File: config.mk
export PLATFORM = sky130hd
export DESIGN_NAME = row_clear_engine
export DESIGN_NICKNAME = d
export VERILOG_FILES = /design/src/rtl/tetris_grid_pkg.sv /design/src/rtl/grid_addr_gen.sv /design/src/rtl/row_clear_engine.sv
export SDC_FILE = /design/constraint.sdc
export NUM_CORES = 1
export LEC_CHECK = 0
export ABC_AREA = 1
export BUFFER_PORTS_ARGS = -buffer_cell sky130_fd_sc_hd__buf_4
export CORE_AREA = 2 2 82 84
export CTS_CLUSTER_SIZE = 8
export DETAILED_ROUTE_END_ITERATION = 10
export DIE_AREA = 0 0 84 86
export SLEW_MARGIN = 10
export SYNTH_ARGS = -nofsm -noshare
export SYNTH_HDL_FRONTEND = slang
export SYNTH_SLANG_ARGS = --single-unit
File: constraint.sdc
create_clock -name clk -period 4.15 [get_ports clk]
set_input_delay 0.415 -clock clk [delete_from_list [all_inputs] [get_ports clk]]
set_output_delay 0.415 -clock clk [all_outputs]
set_load 0.02 [all_outputs]
File: src/rtl/tetris_grid_pkg.sv
// Shared Tetris grid definitions: geometry, cell encoding and the
// row-clear sequencer state encoding. Used by the clear engine, the
// renderer and the piece logic.
package tetris_grid_pkg;

   // Grid geometry
   localparam int COLS    = 10;
   localparam int ROWS    = 20;
   localparam int AW      = 8;
   localparam int DW      = 8;
   localparam int CELLS   = ROWS * COLS;
   localparam int ROW_W   = $clog2(ROWS);
   localparam int COL_W   = $clog2(COLS);
   localparam int LINES_W = 5;

   // Cell value 0 means empty; any other value is a colour code
   localparam logic [DW-1:0] EMPTY_CELL = '0;

   // Row-clear sequencer states
   typedef enum logic [2:0] {
      IDLE      = 3'd0,
      SCAN_ADDR = 3'd1,
      SCAN_CHK  = 3'd2,
      SHIFT_RD  = 3'd3,
      SHIFT_WR  = 3'd4,
      CLEAR     = 3'd5,
      DONE      = 3'd6
   } clr_state_e;

endpackage

File: src/rtl/grid_addr_gen.sv
// Linear cell address from (row, col): row*COLS + col, row 0 at the top.
// Purely combinational so the renderer can share it.
module grid_addr_gen
   import tetris_grid_pkg::*;
(
   input  logic [ROW_W-1:0] row,
   input  logic [COL_W-1:0] col,
   output logic [AW-1:0]    addr
);

   // Row-major address arithmetic
   always_comb begin
      addr = AW'(row) * AW'(COLS) + AW'(col);
   end

endmodule

File: src/rtl/row_clear_engine.sv
// Line-clear sequencer. Owns grid RAM port A after a piece locks: scans
// rows bottom-up, and for every full row copies all rows above it down by
// one (bottom-up, so each source row is read before it is overwritten),
// blanks row 0 and rescans the same row. Reports the number of cleared
// lines at the end of the pass.
//
// Handshake: start is a one-cycle request honoured only in IDLE; busy is
// high while the pass runs (including the DONE cycle); done pulses for one
// cycle at the end; lines holds its value until the next accepted start.
// RAM reads have one cycle of latency: mem_rdata reflects the address
// presented in the previous cycle.
module row_clear_engine
   import tetris_grid_pkg::*;
(
   input  logic               clk,
   input  logic               rst_n,
   input  logic               start,
   output logic               busy,
   output logic               done,
   output logic [LINES_W-1:0] lines,
   output logic [AW-1:0]      mem_addr,
   output logic [DW-1:0]      mem_wdata,
   output logic               mem_we,
   input  logic [DW-1:0]      mem_rdata,
   output logic [2:0]         state_dbg
);

   localparam logic [COL_W-1:0]   COL_LAST  = COL_W'(COLS - 1);
   localparam logic [ROW_W-1:0]   ROW_LAST  = ROW_W'(ROWS - 1);
   localparam logic [LINES_W-1:0] LINES_MAX = LINES_W'(ROWS);

   clr_state_e         state_q, state_d;
   logic [ROW_W-1:0]   row_q, row_d;     // row being scanned
   logic [COL_W-1:0]   col_q, col_d;     // cell within the current row
   logic [ROW_W-1:0]   dst_q, dst_d;     // destination row of the shift
   logic [LINES_W-1:0] lines_q, lines_d;

   logic [ROW_W-1:0]   addr_row;
   logic [COL_W-1:0]   addr_col;

   // State and counter registers, cleared asynchronously
   always_ff @(posedge clk or negedge rst_n) begin
      if (!rst_n) begin
         state_q <= IDLE;
         row_q   <= '0;
         col_q   <= '0;
         dst_q   <= '0;
         lines_q <= '0;
      end else begin
         state_q <= state_d;
         row_q   <= row_d;
         col_q   <= col_d;
         dst_q   <= dst_d;
         lines_q <= lines_d;
      end
   end

   // Next-state and counter update
   always_comb begin
      state_d = state_q;
      row_d   = row_q;
      col_d   = col_q;
      dst_d   = dst_q;
      lines_d = lines_q;
      case (state_q)
         IDLE: begin
            if (start) begin
               row_d   = ROW_LAST;
               col_d   = '0;
               lines_d = '0;
               state_d = SCAN_ADDR;
            end
         end
         SCAN_ADDR: begin
            state_d = SCAN_CHK;
         end
         SCAN_CHK: begin
            if (mem_rdata == EMPTY_CELL) begin
               // Row not full: move up, or finish after the top row
               if (row_q == '0) begin
                  state_d = DONE;
               end else begin
                  row_d   = row_q - 1'b1;
                  col_d   = '0;
                  state_d = SCAN_ADDR;
               end
            end else if (col_q != COL_LAST) begin
               col_d   = col_q + 1'b1;
               state_d = SCAN_ADDR;
            end else begin
               // Full row: shift everything above it down, or just blank row 0
               dst_d   = row_q;
               col_d   = '0;
               state_d = (row_q == '0) ? CLEAR : SHIFT_RD;
            end
         end
         SHIFT_RD: begin
            state_d = SHIFT_WR;
         end
         SHIFT_WR: begin
            if (col_q != COL_LAST) begin
               col_d   = col_q + 1'b1;
               state_d = SHIFT_RD;
            end else begin
               col_d   = '0;
               dst_d   = dst_q - 1'b1;
               state_d = (dst_q == ROW_W'(1)) ? CLEAR : SHIFT_RD;
            end
         end
         CLEAR: begin
            if (col_q != COL_LAST) begin
               col_d = col_q + 1'b1;
            end else begin
               // Row 0 blanked; rescan the same row since new content landed there
               col_d   = '0;
               state_d = SCAN_ADDR;
               if (lines_q != LINES_MAX) begin
                  lines_d = lines_q + 1'b1;
               end
            end
         end
         DONE: begin
            state_d = IDLE;
         end
         default: begin
            state_d = IDLE;
         end
      endcase
   end

   // Outputs decoded from state and counters
   always_comb begin
      busy      = (state_q != IDLE);
      done      = (state_q == DONE);
      mem_we    = 1'b0;
      mem_wdata = EMPTY_CELL;
      addr_row  = '0;
      addr_col  = col_q;
      case (state_q)
         IDLE: begin
            addr_col = '0;
         end
         SCAN_ADDR, SCAN_CHK: begin
            addr_row = row_q;
         end
         SHIFT_RD: begin
            addr_row = dst_q - 1'b1;
         end
         SHIFT_WR: begin
            addr_row  = dst_q;
            mem_wdata = mem_rdata;
            mem_we    = 1'b1;
         end
         CLEAR: begin
            addr_row = '0;
            mem_we   = 1'b1;
         end
         default: begin
            addr_row = '0;
         end
      endcase
   end

   assign lines     = lines_q;
   assign state_dbg = state_q;

   grid_addr_gen u_addr (
      .row  (addr_row),
      .col  (addr_col),
      .addr (mem_addr)
   );

endmodule

# After elaboration in Yosys (flattened, before gate mapping)
# Cells that the tools add are included.
# word_totals
reg_bits,22
inputBits,11
out_inout_bits,27
wordCells,74
# classes
n_addsub,5
n_eq_ne,18
n_mux,30
reduce_logical,15
multipliers,1
# ops
op,n
5-bit two-way mux,9
5-bit one-hot mux with 2 select lines,3
3-bit two-way mux,8
4-bit two-way mux,5
3-bit one-hot mux with 6 select lines,1
2-bit != test (second input constant),8
5-bit one-hot mux with 3 select lines,1
4-bit one-hot mux with 3 select lines,1
4-bit AND reduction,3
5-bit by 1-bit subtractor with 5-bit output (second input constant),2
3-bit equality test (second input constant),3
8-bit by 4-bit adder with 8-bit output,1
8-bit logical NOT,1
8-bit two-way mux,1
5-bit by 3-bit multiplier with 7-bit output (second input constant),1
3-bit by 2-bit equality test with 1-bit output (second input constant),2
2-bit nonzero test,3
3-bit nonzero test,2
5-bit by 1-bit adder with 5-bit output (second input constant),1
5-bit by 1-bit equality test with 1-bit output (second input constant),1
5-bit logical NOT,1
5-bit != test (second input constant),1
4-bit by 1-bit adder with 4-bit output (second input constant),1
4-bit != test (second input constant),1
other kinds (7),8

# Logic depth before layout (Yosys ltp)
# logic_depth
ltp_word,5
depth_mapped,18
depth_no_buf,18

# By module
# From an unflattened synthesis, not the netlist that was laid out.
# unflattened
cells_unflattened,320
area_unflattened_um2,2150.8
# modules_own_cells
module,cells_per_inst,seq_area_each_um2,instances,area_per_inst_um2
row_clear_engine,268,550.5,1,1804.2
grid_addr_gen,52,0.0,1,346.6

# Least setup slack after synthesis
# No wires, ideal clock.
# synth_path
path_kind,register to output
from,"reg state_q[1], in the netlist state_dbg[1]"
to,out mem_addr[7]
path_slack_ns,0.562
t_arrival_ns,3.173
n_path_buf,2
required_ns,3.735
stages_incl_launch_ff,17
cell_sequence,dfrtp_1 nor2_2 nand2_1 buf_2 buf_2 o221ai_1 ha_1 ha_1 fa_1 nand2_1 inv_1 nand3_1 nand2_1 inv_1 nor2_1 nor2_1 nor2_1
# synth_via
elab_chain_len,5
word_cells_on_any_way,10
classes_between,1 x add/sub; 1 x mul; 4 x eq/ne; 2 x mux; 2 x reduce/logical
# synth_lines
element,line_no,text
start: declaration,row_clear_engine.sv:32,"clr_state_e state_q, state_d;"
start signal: assignment,row_clear_engine.sv:50,state_q <= state_d;
3-bit by 2-bit equality test with 1-bit output / 3-bit by 1-bit equality test with 1-bit output (equally long branches),row_clear_engine.sv:139,case (state_q)
2-bit OR reduction,row_clear_engine.sv:139,
5-bit one-hot mux with 3 select lines,row_clear_engine.sv:139,
5-bit by 3-bit multiplier with 7-bit output,grid_addr_gen.sv:13,addr = AW'(row) * AW'(COLS) + AW'(col);
8-bit by 4-bit adder with 8-bit output *,grid_addr_gen.sv:13,
end: declaration,row_clear_engine.sv:21,"output logic [AW-1:0] mem_addr,"
# Every way passes the cells marked *; elsewhere a longest branch is shown, timed or not.

# Worst setup path in the final report
# Same ends and word-level chain as after synthesis.

==> results.md <==
Floorplanning:
- The die area is 7220 um2.
- The placeable core area is 6280 um2.
- Measured along the y axis, the die boundary spans 86 um.
- The cell row count is 29.
- During I/O placement, the number of pins put on the boundary was 38.
- From left edge to right edge, the die measures 84 um.
- The initial utilization of the core area, before any placement, comes to 32.1%.

Final layout:
- The number of fillers in the final layout is 673.
- The area growth from synthesis to layout is 22.0%.
- The antenna diode count is 0.
- The share of final-layout standard cells stronger than drive strength 1 is 16.7%.
- The count of nets after finishing is 378.

Setup path:
- STA classifies the critical path startpoint as a flop.
- At the worst endpoint, the arrival time is 3370 ps.
- Tracing the worst setup path back leads to its startpoint at state_dbg[1].
- The largest individual stage delay along the critical path comes from the cell sky130_fd_sc_hd__fa_1.
- The kind of end point of the critical path is an output pin.
- Together, buffers and inverters on the worst path number 3.
- On the worst path, the slowest cell contributes a delay of 520 ps.
- The maximum fanout count along the critical path is 11.
- The critical path in this run is classified as flop to output pin.
- The startpoint identified for the worst register-to-register timing path is state_dbg[1].
- The cell family contributing the most delay on the critical path is adder cells.
- The data required time of the worst path is 3730 ps.
- Traced cell by cell, the critical path runs through nor2_2 -> nand2_1 -> o221ai_1 -> ha_1 -> ha_1 -> fa_1 -> nand2_1 -> inv_1 -> nand3_1 -> nand2_1 -> inv_1 -> nor2_1 -> nor2_1 -> nor2_1 -> buf_4.

Clock network:
- The number of sinks handled by clock tree synthesis is 22.
- TritonCTS built the clock tree.
- CTS placed an instance of sky130_fd_sc_hd__clkbuf_8 at the clock tree root.
- CTS built an H-tree with a depth of 1.
- The clock insertion delay at the later pin of the skew report is 270 ps.
- The number of CTS-inserted buffers is 3.
- The clock passes through at most 2 buffers.
- Buffers inserted to repair hold after CTS numbered 0.
- Clock-pin slew was measured on the worst setup and hold paths at 90 ps.
- The number of gates resized after CTS was 0.
- The post-CTS setup buffer count is 0.

Timing:
- Static timing analysis puts the maximum clock frequency at 0.264 GHz.
- Measured against its own limit, the worst slew margin works out to 69.7%.
- Across all hold checks on the routed design, the worst slack comes to 24.7 ps.
- The setup clock skew after layout is 6.75 ps.
- At the pin with the least slew margin, the transition time is 454 ps.
- Setup repair after global routing left no endpoint under its margin.
- Counting I/O delays and the setup requirement, the final critical path takes 3780 ps.
- The final count of negative-setup-slack endpoints is 0.
- The final max-slew violation count is 0.
- The share of the clock period used by the worst path after layout is 91.1%.
- The total negative setup slack is 0 ps.
- The hold violation count in the final report is 0.

Logic synthesis:
- Synthesis instantiated 26 different standard cells from the library.
- The commonest cells after synthesis are sky130_fd_sc_hd__nand2_1 (98), sky130_fd_sc_hd__inv_1 (49), sky130_fd_sc_hd__nor2_1 (36).
- Yosys instantiated no cell more often than sky130_fd_sc_hd__nand2_1.
- Each instance of the synthesized netlist takes up on average 6.54 um2.
- Counting flops and latches in the post-synthesis netlist gives 22.
- The mapped netlist covers 2010 um2.
- Summed over its instances, the top area cell type makes up 27.3% of the synthesized netlist area.
- Of all flip-flops after synthesis, the portion carrying an async set or reset was 100%.
- The number of standard cells after synthesis is 308.
- For this run, the number of Yosys warnings is 0.
- Yosys attributes the largest share of cell area to sky130_fd_sc_hd__dfrtp_1 (27%), sky130_fd_sc_hd__nand2_1 (18%), sky130_fd_sc_hd__ha_1 (9.9%).
- The number of enable flip-flop cells after synthesis is 0.
- The most frequently used flop master after synthesis is sky130_fd_sc_hd__dfrtp_1.
- The synthesized design spends more area on one cell type than any other, namely sky130_fd_sc_hd__dfrtp_1.
- The post-synth net total is 337.
- The post-synthesis sequential area ratio is 27.3%.

Min path:
- The type of the tightest min-delay check is input port to async pin.

Global route:
- The number of antenna violations at the first check in global routing is 0.
- The total routing usage reported by global routing is 13.5%.
- Global routing consumed, on the met2 layer, 23.9% of the routing resources.
- The global routing usage on met1 is 16.2%.
- After global routing, the most crowded layer is met2.
- The final global-route overflow total is 0.
- The via count of the first global-routing pass is 1,824.
- The first global-routing pass estimated 8100 um of wire.
- Entering global routing, the biggest net connects 23 pins.
- The fraction of met3 tracks used by global routing is 3.27%.

Placed design:
- The global placement routability congestion is 0.881.
- Input and output buffers added on the ports amount to 37.
- Detailed placement finished with a half-perimeter wire length of 3840 um.

Drt:
- The total via count in the routed design is 1,962.
- Before antenna repair, the detailed router went through 4 iterations.
- The average routed wire per standard cell is 11.1 um.
- Using the TritonRoute via totals, the vias-per-cell ratio works out to 4.62.
- The residual antenna-violating net count after detailed routing is 0.
- The wire length after detailed routing is 4720 um.
- In this run, the number of DRC markers left after iteration 0 of detailed routing was 85.
- The number of design rule violations left after detail routing is 0.

Flow run:
- Max-cap violations in this run came to 0.

Pwr:
- The worst supply voltage drop on vdd is 364 uV.
- Summed over all cells, the static leakage comes to 1.37 nW.
- The power per cell area is 701 nW/um2.

Status:
- The flow ran to the end, and the final reports show no timing, DRC or antenna violations.
==> cell type report <==
class | count | area (um2) | area share, %
multi-input cells | 231 | 1250 | 51.0
flip-flops and latches | 22 | 551 | 22.4
repair buffers | 38 | 285 | 11.6
inverters | 53 | 201 | 8.20
well taps | 77 | 96.3 | 3.92
clock buffers | 3 | 41.3 | 1.68
clock inverters | 1 | 30.0 | 1.22
==> state kept, by name (all words and copies together), names as in the netlist <==
signal,cells
state_dbg,3
lines,5
row_q,5
dst_q,5
col_q,4
==> per-layer routing <==
metal  vias to the layer above  wire (um)
met4                         0         55
met1                       869       2190
met2                        52       2190
met5                         -          0
li1                       1033          -
met3                         8        282
==> worst register-to-register path: cells and delay by family (launching register included) <==
family | cells | cell delay, ps
AO/OA/AOI/OAI | 1 | 240
buffers and inverters | 2 | 340
AND/OR/NAND/NOR | 6 | 650
flip-flops | 1 | 480
==> power by group <==
| part | internal, mW | total (mW) | switching [mW] |
|---|---|---|---|
| logic | 0.450 | 1.19 | 0.736 |
| registers | 0.264 | 0.335 | 0.0710 |
| clock network | 0.129 | 0.203 | 0.0741 |
| total | 0.842 | 1.72 | 0.881 |
==> layout by cell type (no fill, tap or decap), types with 2 or more instances in the layout <==
cell                        n
sky130_fd_sc_hd__xnor2_1    3
sky130_fd_sc_hd__o21ai_0   12
sky130_fd_sc_hd__nor3_1     2
sky130_fd_sc_hd__buf_4     38
sky130_fd_sc_hd__nand4_1    2
sky130_fd_sc_hd__nand3_2    2
sky130_fd_sc_hd__nand2_1   98
sky130_fd_sc_hd__dfrtp_1   22
sky130_fd_sc_hd__nand2_2    5
sky130_fd_sc_hd__xor2_1    10
sky130_fd_sc_hd__clkbuf_8   3
sky130_fd_sc_hd__nor2_2     2
sky130_fd_sc_hd__nor2_4     2
sky130_fd_sc_hd__ha_1      16
sky130_fd_sc_hd__fa_1       2
sky130_fd_sc_hd__inv_1     49
sky130_fd_sc_hd__inv_2      3
sky130_fd_sc_hd__o221ai_1   3
sky130_fd_sc_hd__nand3_1   28
sky130_fd_sc_hd__nor2_1    36
sky130_fd_sc_hd__a21oi_1    3
==> per-stage QoR <==
stage / worst slack (ps) / area, um2 / power, mW / instances / utilization [%]
2_1_floorplan: 562 / 2010 / 1.16 / 308 / -
3_3_place_gp: 776 / 2390 / 1.53 / 421 / 38.0
3_5_place_dp: 670 / 2390 / 1.54 / 421 / 38.0
4_1_cts: 348 / 2460 / 1.76 / 425 / 39.1
5_1_grt: 59.7 / 2460 / 1.90 / 425 / 39.1
6_report: 368 / 2460 / 1.72 / 425 / 39.1
==> final timing paths <==
kind / slack (ps) / cells after the start / endpoint
max in group asynchronous: 3890 / 1 / row_q[2]
setup reg to reg: 2340 / 9 / dst_q[3]
hold reg to reg: 540 / 2 / col_q[3]
setup / recovery: 370 / 15 / mem_addr[7]
min in group clk: 540 / 2 / col_q[3]
hold / removal: 20 / 1 / lines[4]
==> cells by family after synthesis <==
| group | after synthesis | share of synthesized area (%) |
|---|---|---|
| AO/OA/AOI/OAI | 22 | 6.90 |
| adder cells (fa/ha/maj) | 18 | 11.9 |
| flip-flops | 22 | 27.3 |
| buffers and inverters | 55 | 10.5 |
| XOR/XNOR | 13 | 5.65 |
| AND/OR/NAND/NOR | 178 | 37.7 |
No activity file was read; power rests on OpenSTA's default activity.
